`config.mk`:
```
export PLATFORM = sky130hd
export DESIGN_NAME = counter_seq_ctrl
export DESIGN_NICKNAME = d
export VERILOG_FILES = /design/src/rtl/counter_seq_ctrl_pkg.sv /design/src/rtl/counter_seq_ctrl_prescaler.sv /design/src/rtl/counter_seq_ctrl.sv
export SDC_FILE = /design/constraint.sdc
export NUM_CORES = 1
export LEC_CHECK = 0
export CORE_ASPECT_RATIO = 0.75
export CORE_MARGIN = 5
export CORE_UTILIZATION = 52
export CTS_BUF_LIST = sky130_fd_sc_hd__clkbuf_2
export CTS_CLUSTER_DIAMETER = 60
export DETAILED_ROUTE_END_ITERATION = 12
export PLACE_DENSITY = 0.82
export SLEW_MARGIN = 20
export SYNTH_ARGS = -nofsm -noshare
export SYNTH_HDL_FRONTEND = slang
export SYNTH_HIERARCHICAL = 1
export SYNTH_SLANG_ARGS = --single-unit
```
`constraint.sdc`:
```
create_clock -name clk -period 2.9 [get_ports clk]
set_input_delay 0.58 -clock clk [delete_from_list [all_inputs] [get_ports clk]]
set_output_delay 0.58 -clock clk [all_outputs]
set_load 0.02 [all_outputs]
```
`src/rtl/counter_seq_ctrl_pkg.sv`:
```
// Shared definitions for the cascaded up/down counter sequencer:
// controller state encoding, reset defaults and prescaler width.
package counter_pkg;

    typedef enum logic [1:0] {
        ST_IDLE  = 2'd0,
        ST_RUN   = 2'd1,
        ST_PAUSE = 2'd2,
        ST_DONE  = 2'd3
    } state_e;

    localparam int TC_DEFAULT       = 12;
    localparam int DN_DEFAULT       = 15;
    localparam int PRESCALE_W       = 8;
    localparam int PRESCALE_DEFAULT = 4;

    // RUN and PAUSE both count as an epoch in progress.
    function automatic logic state_is_busy(input state_e st);
        return (st == ST_RUN) || (st == ST_PAUSE);
    endfunction

endpackage

```
`src/rtl/counter_seq_ctrl_prescaler.sv`:
```
// Advance-tick generator for counter_seq_ctrl. Only built when the
// COUNTER_PRESCALE_EN macro is defined; otherwise the file is empty and the
// controller advances on every RUN clock.
`ifdef COUNTER_PRESCALE_EN
module counter_prescaler
    import counter_pkg::*;
#(
    parameter int PRESCALE = 4
) (
    input  logic clk,
    input  logic rst,
    input  logic run,
    input  logic clr,
    output logic tick
);

    localparam logic [PRESCALE_W-1:0] LAST_CNT = PRESCALE_W'(PRESCALE - 1);
    localparam logic [PRESCALE_W-1:0] ZERO_CNT = {PRESCALE_W{1'b0}};
    localparam logic [PRESCALE_W-1:0] ONE_CNT  = {{(PRESCALE_W-1){1'b0}}, 1'b1};

    logic [PRESCALE_W-1:0] cnt_q;
    logic [PRESCALE_W-1:0] cnt_d;

    // Terminal tick: last clock of each PRESCALE-long window while running.
    assign tick = run && !clr && (cnt_q == LAST_CNT);

    // Count only in RUN; any other state or a clear parks the counter at zero.
    always_comb begin
        cnt_d = cnt_q;
        if (!run || clr) begin
            cnt_d = ZERO_CNT;
        end else if (cnt_q == LAST_CNT) begin
            cnt_d = ZERO_CNT;
        end else begin
            cnt_d = cnt_q + ONE_CNT;
        end
    end

    // Prescaler count register.
    always_ff @(posedge clk or negedge rst) begin
        if (!rst) begin
            cnt_q <= ZERO_CNT;
        end else begin
            cnt_q <= cnt_d;
        end
    end

endmodule
`endif

```
`src/rtl/counter_seq_ctrl.sv`:
```
// Sequencing controller for a cascaded up/down counter pair. The up counter
// runs 0..tc_reg; each wrap pulses carry and decrements the down counter, and
// the epoch ends in DONE when the down counter reaches zero.
// Optional feature: define COUNTER_PRESCALE_EN to advance only once every
// PRESCALE clocks (tick from counter_prescaler).
module counter_seq_ctrl
    import counter_pkg::*;
#(
    parameter int WIDTH      = 4,
    parameter int TC_DEFAULT = counter_pkg::TC_DEFAULT,
    parameter int DN_DEFAULT = counter_pkg::DN_DEFAULT,
    parameter int PRESCALE   = counter_pkg::PRESCALE_DEFAULT
) (
    input  logic             clk,
    input  logic             rst,
    input  logic             start,
    input  logic             stop,
    input  logic             clear,
    input  logic             cfg_load,
    input  logic [WIDTH-1:0] tc_value,
    input  logic [WIDTH-1:0] dn_init,
    output logic [WIDTH-1:0] up,
    output logic [WIDTH-1:0] dn,
    output logic             carry,
    output logic             busy,
    output logic             done,
    output logic             cfg_err,
    output logic [1:0]       state
);

    localparam logic [WIDTH-1:0] ZERO_W = {WIDTH{1'b0}};
    localparam logic [WIDTH-1:0] ONE_W  = {{(WIDTH-1){1'b0}}, 1'b1};
    localparam logic [WIDTH-1:0] TC_RST = WIDTH'(TC_DEFAULT);
    localparam logic [WIDTH-1:0] DN_RST = WIDTH'(DN_DEFAULT);

    state_e           state_q, state_d;
    logic [WIDTH-1:0] up_q, up_d;
    logic [WIDTH-1:0] dn_q, dn_d;
    logic [WIDTH-1:0] tc_reg_q, tc_reg_d;
    logic [WIDTH-1:0] dn_reg_q, dn_reg_d;
    logic             carry_q, carry_d;
    logic             busy_q, busy_d;
    logic             done_q, done_d;
    logic             cfg_err_q, cfg_err_d;

    logic adv_s;
    logic go_s;
    logic cfg_window_s;
    logic cfg_ok_s;

`ifdef COUNTER_PRESCALE_EN
    logic run_s;
    logic tick_s;

    assign run_s = (state_q == ST_RUN);

    counter_prescaler #(
        .PRESCALE (PRESCALE)
    ) u_prescaler (
        .clk  (clk),
        .rst  (rst),
        .run  (run_s),
        .clr  (clear),
        .tick (tick_s)
    );

    assign adv_s = tick_s;
`else
    assign adv_s = 1'b1;
`endif

    // stop outranks start, so start only counts when stop is low.
    assign go_s = start && !stop;

    // A clear in the same cycle puts the load into IDLE context.
    assign cfg_window_s = clear || (state_q == ST_IDLE) || (state_q == ST_DONE);
    assign cfg_ok_s     = cfg_load && (dn_init != ZERO_W) && cfg_window_s;

    // Next-state, counter and configuration update; clear beats all commands.
    always_comb begin
        state_d   = state_q;
        up_d      = up_q;
        dn_d      = dn_q;
        tc_reg_d  = tc_reg_q;
        dn_reg_d  = dn_reg_q;
        carry_d   = 1'b0;
        cfg_err_d = 1'b0;

        if (cfg_ok_s) begin
            tc_reg_d = tc_value;
            dn_reg_d = dn_init;
        end else begin
            cfg_err_d = cfg_load;
        end

        if (clear) begin
            state_d = ST_IDLE;
            up_d    = ZERO_W;
            dn_d    = dn_reg_d;
        end else begin
            case (state_q)
                ST_IDLE: begin
                    if (cfg_ok_s) begin
                        dn_d = dn_init;
                    end else begin
                        dn_d = dn_q;
                    end
                    if (go_s) begin
                        state_d = ST_RUN;
                    end else begin
                        state_d = ST_IDLE;
                    end
                end
                ST_RUN: begin
                    if (stop) begin
                        state_d = ST_PAUSE;
                    end else if (adv_s) begin
                        // >= also recovers an out-of-range up value with a wrap.
                        if (up_q >= tc_reg_q) begin
                            up_d    = ZERO_W;
                            carry_d = 1'b1;
                            dn_d    = dn_q - ONE_W;
                            if (dn_q == ONE_W) begin
                                state_d = ST_DONE;
                            end else begin
                                state_d = ST_RUN;
                            end
                        end else begin
                            up_d = up_q + ONE_W;
                        end
                    end else begin
                        up_d = up_q;
                    end
                end
                ST_PAUSE: begin
                    if (go_s) begin
                        state_d = ST_RUN;
                    end else begin
                        state_d = ST_PAUSE;
                    end
                end
                ST_DONE: begin
                    if (go_s) begin
                        state_d = ST_RUN;
                        up_d    = ZERO_W;
                        dn_d    = dn_reg_d;
                    end else begin
                        state_d = ST_DONE;
                    end
                end
                default: begin
                    state_d = ST_IDLE;
                    up_d    = ZERO_W;
                    dn_d    = dn_reg_q;
                end
            endcase
        end

        busy_d = state_is_busy(state_d);
        done_d = (state_d == ST_DONE);
    end

    // State, counters, configuration and registered status outputs.
    always_ff @(posedge clk or negedge rst) begin
        if (!rst) begin
            state_q   <= ST_IDLE;
            up_q      <= ZERO_W;
            dn_q      <= DN_RST;
            tc_reg_q  <= TC_RST;
            dn_reg_q  <= DN_RST;
            carry_q   <= 1'b0;
            busy_q    <= 1'b0;
            done_q    <= 1'b0;
            cfg_err_q <= 1'b0;
        end else begin
            state_q   <= state_d;
            up_q      <= up_d;
            dn_q      <= dn_d;
            tc_reg_q  <= tc_reg_d;
            dn_reg_q  <= dn_reg_d;
            carry_q   <= carry_d;
            busy_q    <= busy_d;
            done_q    <= done_d;
            cfg_err_q <= cfg_err_d;
        end
    end

    assign up      = up_q;
    assign dn      = dn_q;
    assign carry   = carry_q;
    assign busy    = busy_q;
    assign done    = done_q;
    assign cfg_err = cfg_err_q;
    assign state   = state_q;

endmodule

```
==> flow_metrics.tcl, run 1 <==
set metrics [dict create \
    drt-wirelength-per-cell_microns 15.4 \
    post_cts_buffers 0 \
    maxSlewViolCount 0 \
    synth_top_family_by_area "compound AO/OA/AOI/OAI gates" \
    hold_depth 2 \
    synth_fp_nets 146 \
    seq_area_frac_synth_pct 44.3 \
    io_buffers 27 \
    rsz0062_at_grt "false" \
    synthFlopType "dfrtp_1" \
    dr.pass1.iters 4 \
    ctsHoldBuffers 0 \
    powerDensity_nw_per_um2 443 \
    dieArea_sq_um 3540 \
    endpoint_kind "flip-flop" \
    synth_compound_area_share_pct 21.8 \
    crit_type "reg -> reg" \
    cts_root_buf "clkbuf_2" \
    worst_slew_margin_rel_pct 39.4 \
    antenna_left 0 \
    post-route-period-util_pct 85.0 \
    rr_worst_depth 8 \
    die_y_microns 52.8 \
    grtUsageTotal_pct 18.0 \
    hold_class "reg -> reg" \
    layout_commonest_cell "clkdlybuf4s50_1" \
    routabilityCongestion 0.818 \
    final_layout_size_suffix_gt1_share_pct 17.0 \
    ir_worst_vdd_mv 0.254 \
    synth.area.mux_share_pct 7.09 \
    synth_seq_cells 22 \
    coreArea_sq_um 2310 \
    timing.rr.start "tc_reg_q[2]$_DFFE_PN1P_" \
    cts_repair_resize_count 0 \
    grt_pass1_vias 1062 \
    overflow 0 \
    ys_types 34 \
    skew_ps 29.3 \
    wl_microns 2880 \
    cts_buffer_depth 2 \
    vias 1068 \
    worstPathRequired_ps 3160 \
    netlist_instances 124 \
    syn_to_final_growth_pct 25.9 \
    reg2reg_slack_ps 440 \
    min_to "dn[1]$_DFFE_PN1P_" \
    finalPower_uw 709 \
    h-tree-depth 1 \
    min_from "dn[1]$_DFFE_PN1P_" \
    cts_tree "yes" \
    period_needed_ps 2460 \
    drtIter0Drc 49 \
    worstReg2RegEnd "busy$_DFF_PN0_" \
    clock-sinks 22 \
    synth_area_leader_cell "dfrtp_1" \
    post-route-drc-count 0 \
    ios 28 \
    p_leak_nw 0.670 \
    finalSetupViolCount 0 \
    worstSkewPairLatency_ps 340 \
    netlist_area_sq_um 1270 \
    start_util_pct 55.0 \
    synth_edf_count 0 \
    path_clk_slew_ps 220 \
    vias_per_cell 5.71 \
    cts_buffers 3 \
    die_width_microns 67.1 \
    antennaDiodeCount 0 \
    grt_pass1_wl_microns 4720 \
    outcome "completed" \
    synth_fa_ha_area_share_pct 7.88 \
    syn_avg_cell_area_sq_um 10.2 \
    finalSetupTns_ps 0 \
    antenna_found_initial 0 \
    yosys_warnings 6 \
    nFillCells 182 \
    ys_top_cells_by_area "dfrtp_1 24%, dfstp_2 21%, ha_1 7.9%" \
    critPathMaxFanout 5 \
    worst_slew_pin_slew_ps 906 \
    startpoint_type "flip-flop" \
    dp_hpwl_microns 2190 \
    grt_start_max_net_pins 22 \
    final_cell_mix "27 x clkdlybuf4s50_1, 12 x dfrtp_1, 11 x nand2_1" \
    synth_top_area_share_pct 23.6 \
    hold_violations 0 \
    max_freq_mhz 406 \
    critical_path_arrival_ps 2730 \
    fin_nets 176 \
    synth-simple-area-share_pct 13.1 \
    rows 15 \
    maxCapViolations 0 \
    synth_xor_area_share_pct 2.07 \
    synthArstFlopShare_pct 100 \
]
cell families after synthesis:
kind of cell	after synthesis
mux	8
simple gates	33
flops	22
compound gates	38
fa+ha+maj	8
buf+inv	12
xor+xnor	3
critical path, stage by stage, from the launching register on:
cell     delay [ps]
dfstp_2         590
inv_1            40
ha_1            270
a31oi_1          90
nor2b_1         250
nor3_1          150
or4_1           480
a31oi_1         220
ha_1            280
routing by layer:
layer | GRT usage (%) | wire length (microns) | share of wire [%]
met5 | 0 | 0 | 0
met1 | 21.7 | 1230 | 43
met3 | 4.72 | 159 | 5.5
met2 | 31.2 | 1450 | 50
met4 | 5.72 | 38 | 1.3
cell usage after synthesis, types with 2 or more instances:
cell / instances
buf_2: 2
dfrtp_1: 12
o21ai_2: 2
dfstp_2: 10
o21ai_1: 5
xor2_1: 2
o21ai_0: 7
nor2b_1: 6
o31ai_1: 4
nor2_1: 5
a21oi_1: 6
inv_1: 8
mux2_2: 8
nand2_1: 11
ha_1: 8
a31oi_1: 3
nand2b_1: 2
a221o_1: 3
clkbuf_1: 2
or4_1: 2
nor3_1: 3
flip-flops by register name (all words and copies together), names as in the netlist:
signal    flops
dn            4
tc_reg_q      4
done          1
cfg_err       1
carry         1
state         2
up            4
busy          1
dn_reg_q      4
worst max-delay path by stage:
stage                             from                end  slack (ps)
6_report       tc_reg_q[2]$_DFFE_PN1P_     busy$_DFF_PN0_         440
4_1_cts        tc_reg_q[2]$_DFFE_PN1P_     busy$_DFF_PN0_         470
2_1_floorplan        up[0]$_DFFE_PN0P_     busy$_DFF_PN0_         660
3_3_place_gp                dn_init[2]  dn[0]$_DFFE_PN1P_         570
5_1_grt        tc_reg_q[2]$_DFFE_PN1P_     busy$_DFF_PN0_         360
3_5_place_dp   tc_reg_q[2]$_DFFE_PN1P_     busy$_DFF_PN0_         510
cell type report:
cell class,count,area [sq um],area share (%)
well taps,34,42.5,2.66
clock inverters,1,3.75,0.235
clock buffers,3,15.0,0.939
repair buffers,29,285,17.8
inverters,8,30.0,1.88
multi-input cells,90,659,41.2
flip-flops and latches,22,563,35.2
report_power, final:
group	internal [mW]	switching [mW]	total, mW
sequential	0.356	0.0304	0.386
clock	0.0299	0.0931	0.123
combinational	0.0990	0.100	0.199
total	0.485	0.224	0.709
through the flow:
stage | instance area (sq um) | worst slack (ps) | hold slack [ps] | std cells | util [%]
after global placement | 1580 | 574 | 478 | 183 | 68.5
final | 1600 | 436 | 506 | 187 | 69.3
after global routing | 1600 | 363 | 533 | 187 | 69.3
after detailed placement | 1580 | 506 | 486 | 183 | 68.5
after CTS | 1600 | 473 | 510 | 187 | 69.3
after floorplan | 1270 | 659 | 284 | 124 | -
No activity file was read; power rests on OpenSTA's default activity.
==> run 2: changes to the inputs <==
--- a/config.mk
+++ b/config.mk
@@ -7,11 +7,11 @@
 export LEC_CHECK = 0
 export CORE_ASPECT_RATIO = 0.75
 export CORE_MARGIN = 5
-export CORE_UTILIZATION = 52
+export CORE_UTILIZATION = 47
 export CTS_BUF_LIST = sky130_fd_sc_hd__clkbuf_2
 export CTS_CLUSTER_DIAMETER = 60
 export DETAILED_ROUTE_END_ITERATION = 12
-export PLACE_DENSITY = 0.82
+export PLACE_DENSITY = 0.78
 export SLEW_MARGIN = 20
 export SYNTH_ARGS = -nofsm -noshare
 export SYNTH_HDL_FRONTEND = slang
==> constraint.sdc (replaced) <==
create_clock -name clk -period 2.18 [get_ports clk]
set_input_delay 0.436 -clock clk [delete_from_list [all_inputs] [get_ports clk]]
set_output_delay 0.436 -clock clk [all_outputs]
set_load 0.02 [all_outputs]
==> flow_metrics.tcl, run 2 (synthesis results as in run 1) <==
set metrics [dict create \
    startpoint_type "flip-flop" \
    io_buffers 27 \
    cts_buffer_depth 2 \
    start_util_pct 48.8 \
    nFillCells 211 \
    p_leak_nw 0.738 \
    maxCapViolations 0 \
    h-tree-depth 1 \
    die_width_microns 70.0 \
    cts_root_buf "clkbuf_2" \
    p_int_uw 666 \
    worst_slew_margin_rel_pct 65.7 \
    post-route-period-util_pct 96.6 \
    switchingPower_uw 307 \
    path_clk_slew_ps 210 \
    dp_hpwl_microns 2300 \
    fin_cells 203 \
    rsz0062_at_grt "false" \
    drt-wirelength-per-cell_microns 14.4 \
    rows 16 \
    ios 28 \
    worstPathRequired_ps 2440 \
    skew_ps 6.55 \
    post-route-drc-count 0 \
    coreArea_sq_um 2600 \
    overflow 0 \
    grt_pass1_vias 1082 \
    cts_buffers 3 \
    worstSkewPairLatency_ps 330 \
    outcome "completed" \
    endpoint_kind "flip-flop" \
    period_needed_ps 2110 \
    worst_slew_pin_slew_ps 512 \
    max_freq_mhz 475 \
    path_cells "inv_2 -> ha_4 -> a31oi_1 -> nor2b_2 -> nor3_2 -> or4_1 -> a31oi_2 -> ha_1" \
    rr_worst_depth 8 \
    vias_per_cell 5.38 \
    dr.pass1.iters 4 \
    antenna_found_initial 0 \
    dpl.cell_count 199 \
    seqPwrFrac_pct 52.6 \
    reg2reg_slack_ps 70 \
    critical_path_arrival_ps 2360 \
    clkPwrFrac_pct 17.3 \
    crit_type "reg -> reg" \
    hold_violations 0 \
    critPathMaxFanout 2 \
    finalSetupViolCount 0 \
    syn_to_final_growth_pct 36.6 \
    grt_start_max_net_pins 23 \
    clock-sinks 22 \
    crit_slowest_cell "dfstp_2" \
    ctsHoldBuffers 0 \
    die_y_microns 55.0 \
    routabilityCongestion 0.809 \
    p_sw_share_pct 31.5 \
    grt_pass1_wl_microns 5100 \
    hold_class "in -> async" \
    vias 1093 \
    worstReg2RegEnd "busy$_DFF_PN0_" \
    fin_nets 190 \
    wl_microns 2910 \
    timing.rr.start "tc_reg_q[2]$_DFFE_PN1P_" \
    antennaDiodeCount 0 \
    layout_commonest_cell "clkdlybuf4s50_1" \
    crit_path_max_incr_delay_ps 580 \
    antenna_left 0 \
    drtIter0Drc 42 \
    maxSlewViolCount 0 \
    final_cell_mix "27 x clkdlybuf4s50_1, 16 x buf_4, 11 x nand2_1, 11 x dfrtp_1, 10 x dfstp_2" \
    comb_power_share_pct 30.1 \
    grtUsageTotal_pct 17.2 \
    dieArea_sq_um 3850 \
    powerDensity_nw_per_um2 561 \
    ir_worst_vdd_mv 0.393 \
    final_layout_size_suffix_gt1_share_pct 27.5 \
    finalPower_uw 973 \
    cts_tree "yes" \
]
-- run 2: cell types whose count changed in the layout (fill, tap and decap cells not counted), sizes merged --
cell,previous run,this run
buf,2,16
-- run 2: power groups by stage --
stage	clock network, mW	registers [mW]	logic [mW]
6_report	0.168	0.511	0.293
5_1_grt	0.188	0.519	0.323
4_1_cts	0.173	0.512	0.296
3_5_place_dp	0	0.518	0.291
3_3_place_gp	0	0.515	0.283
2_1_floorplan	0	0.534	0.135
-- run 2: stage by stage --
stage,hold slack [ps],utilization (%),TNS [ps],setup slack (ps),instance area [sq um]
3_3_place_gp,474,65.2,0,50.1,1700
6_report,404,66.6,0,74.6,1730
5_1_grt,420,66.6,0,8.74,1730
4_1_cts,409,66.4,0,2.20,1730
3_5_place_dp,475,65.2,-41.7,-41.7,1700
2_1_floorplan,140,-,0,7.07,1280
-- run 2: worst max-delay path: cells and delay by family, from the launching register on --
family / cells / cell delay [ps]
simple gates: 3 / 640
flops: 1 / 580
fa+ha+maj: 2 / 510
compound gates: 2 / 260
buf+inv: 1 / 40
-- run 2: per-layer routing --
layer / GRT usage [%] / wire length [microns]
met5: 0 / 0
met4: 3.82 / 17
met3: 4.51 / 216
met2: 30.7 / 1410
met1: 21.6 / 1270
-- run 2: repair_timing --
action,in CTS,in global routing
endpoints found under the hold margin,0,0
gates resized for setup,2,1
setup buffers,0,0
pin swaps,4,1
setup endpoints to repair,1,1
-- run 2: how the worst max path moves through the flow --
stage                            start             end  slack (ps)  cells after the start
2_1_floorplan        up[1]$_DFFE_PN0P_  busy$_DFF_PN0_           7                      7
3_3_place_gp   tc_reg_q[2]$_DFFE_PN1P_  busy$_DFF_PN0_          50                      8
3_5_place_dp   tc_reg_q[2]$_DFFE_PN1P_  busy$_DFF_PN0_         -40                      8
4_1_cts        tc_reg_q[2]$_DFFE_PN1P_  busy$_DFF_PN0_           2                      8
5_1_grt        tc_reg_q[2]$_DFFE_PN1P_  busy$_DFF_PN0_           9                      8
6_report       tc_reg_q[2]$_DFFE_PN1P_  busy$_DFF_PN0_          70                      8
-- run 2: final cells by class --
| class | instances | area (sq um) | share of cell area [%] |
|---|---|---|---|
| Multi-Input combinational cell | 90 | 686 | 39.5 |
| Tap cell | 36 | 45.0 | 2.60 |
| Sequential cell | 22 | 564 | 32.5 |
| Inverter | 8 | 30.0 | 1.73 |
| Clock inverter | 1 | 3.75 | 0.216 |
| Timing Repair Buffer | 43 | 390 | 22.5 |
| Clock buffer | 3 | 15.0 | 0.866 |
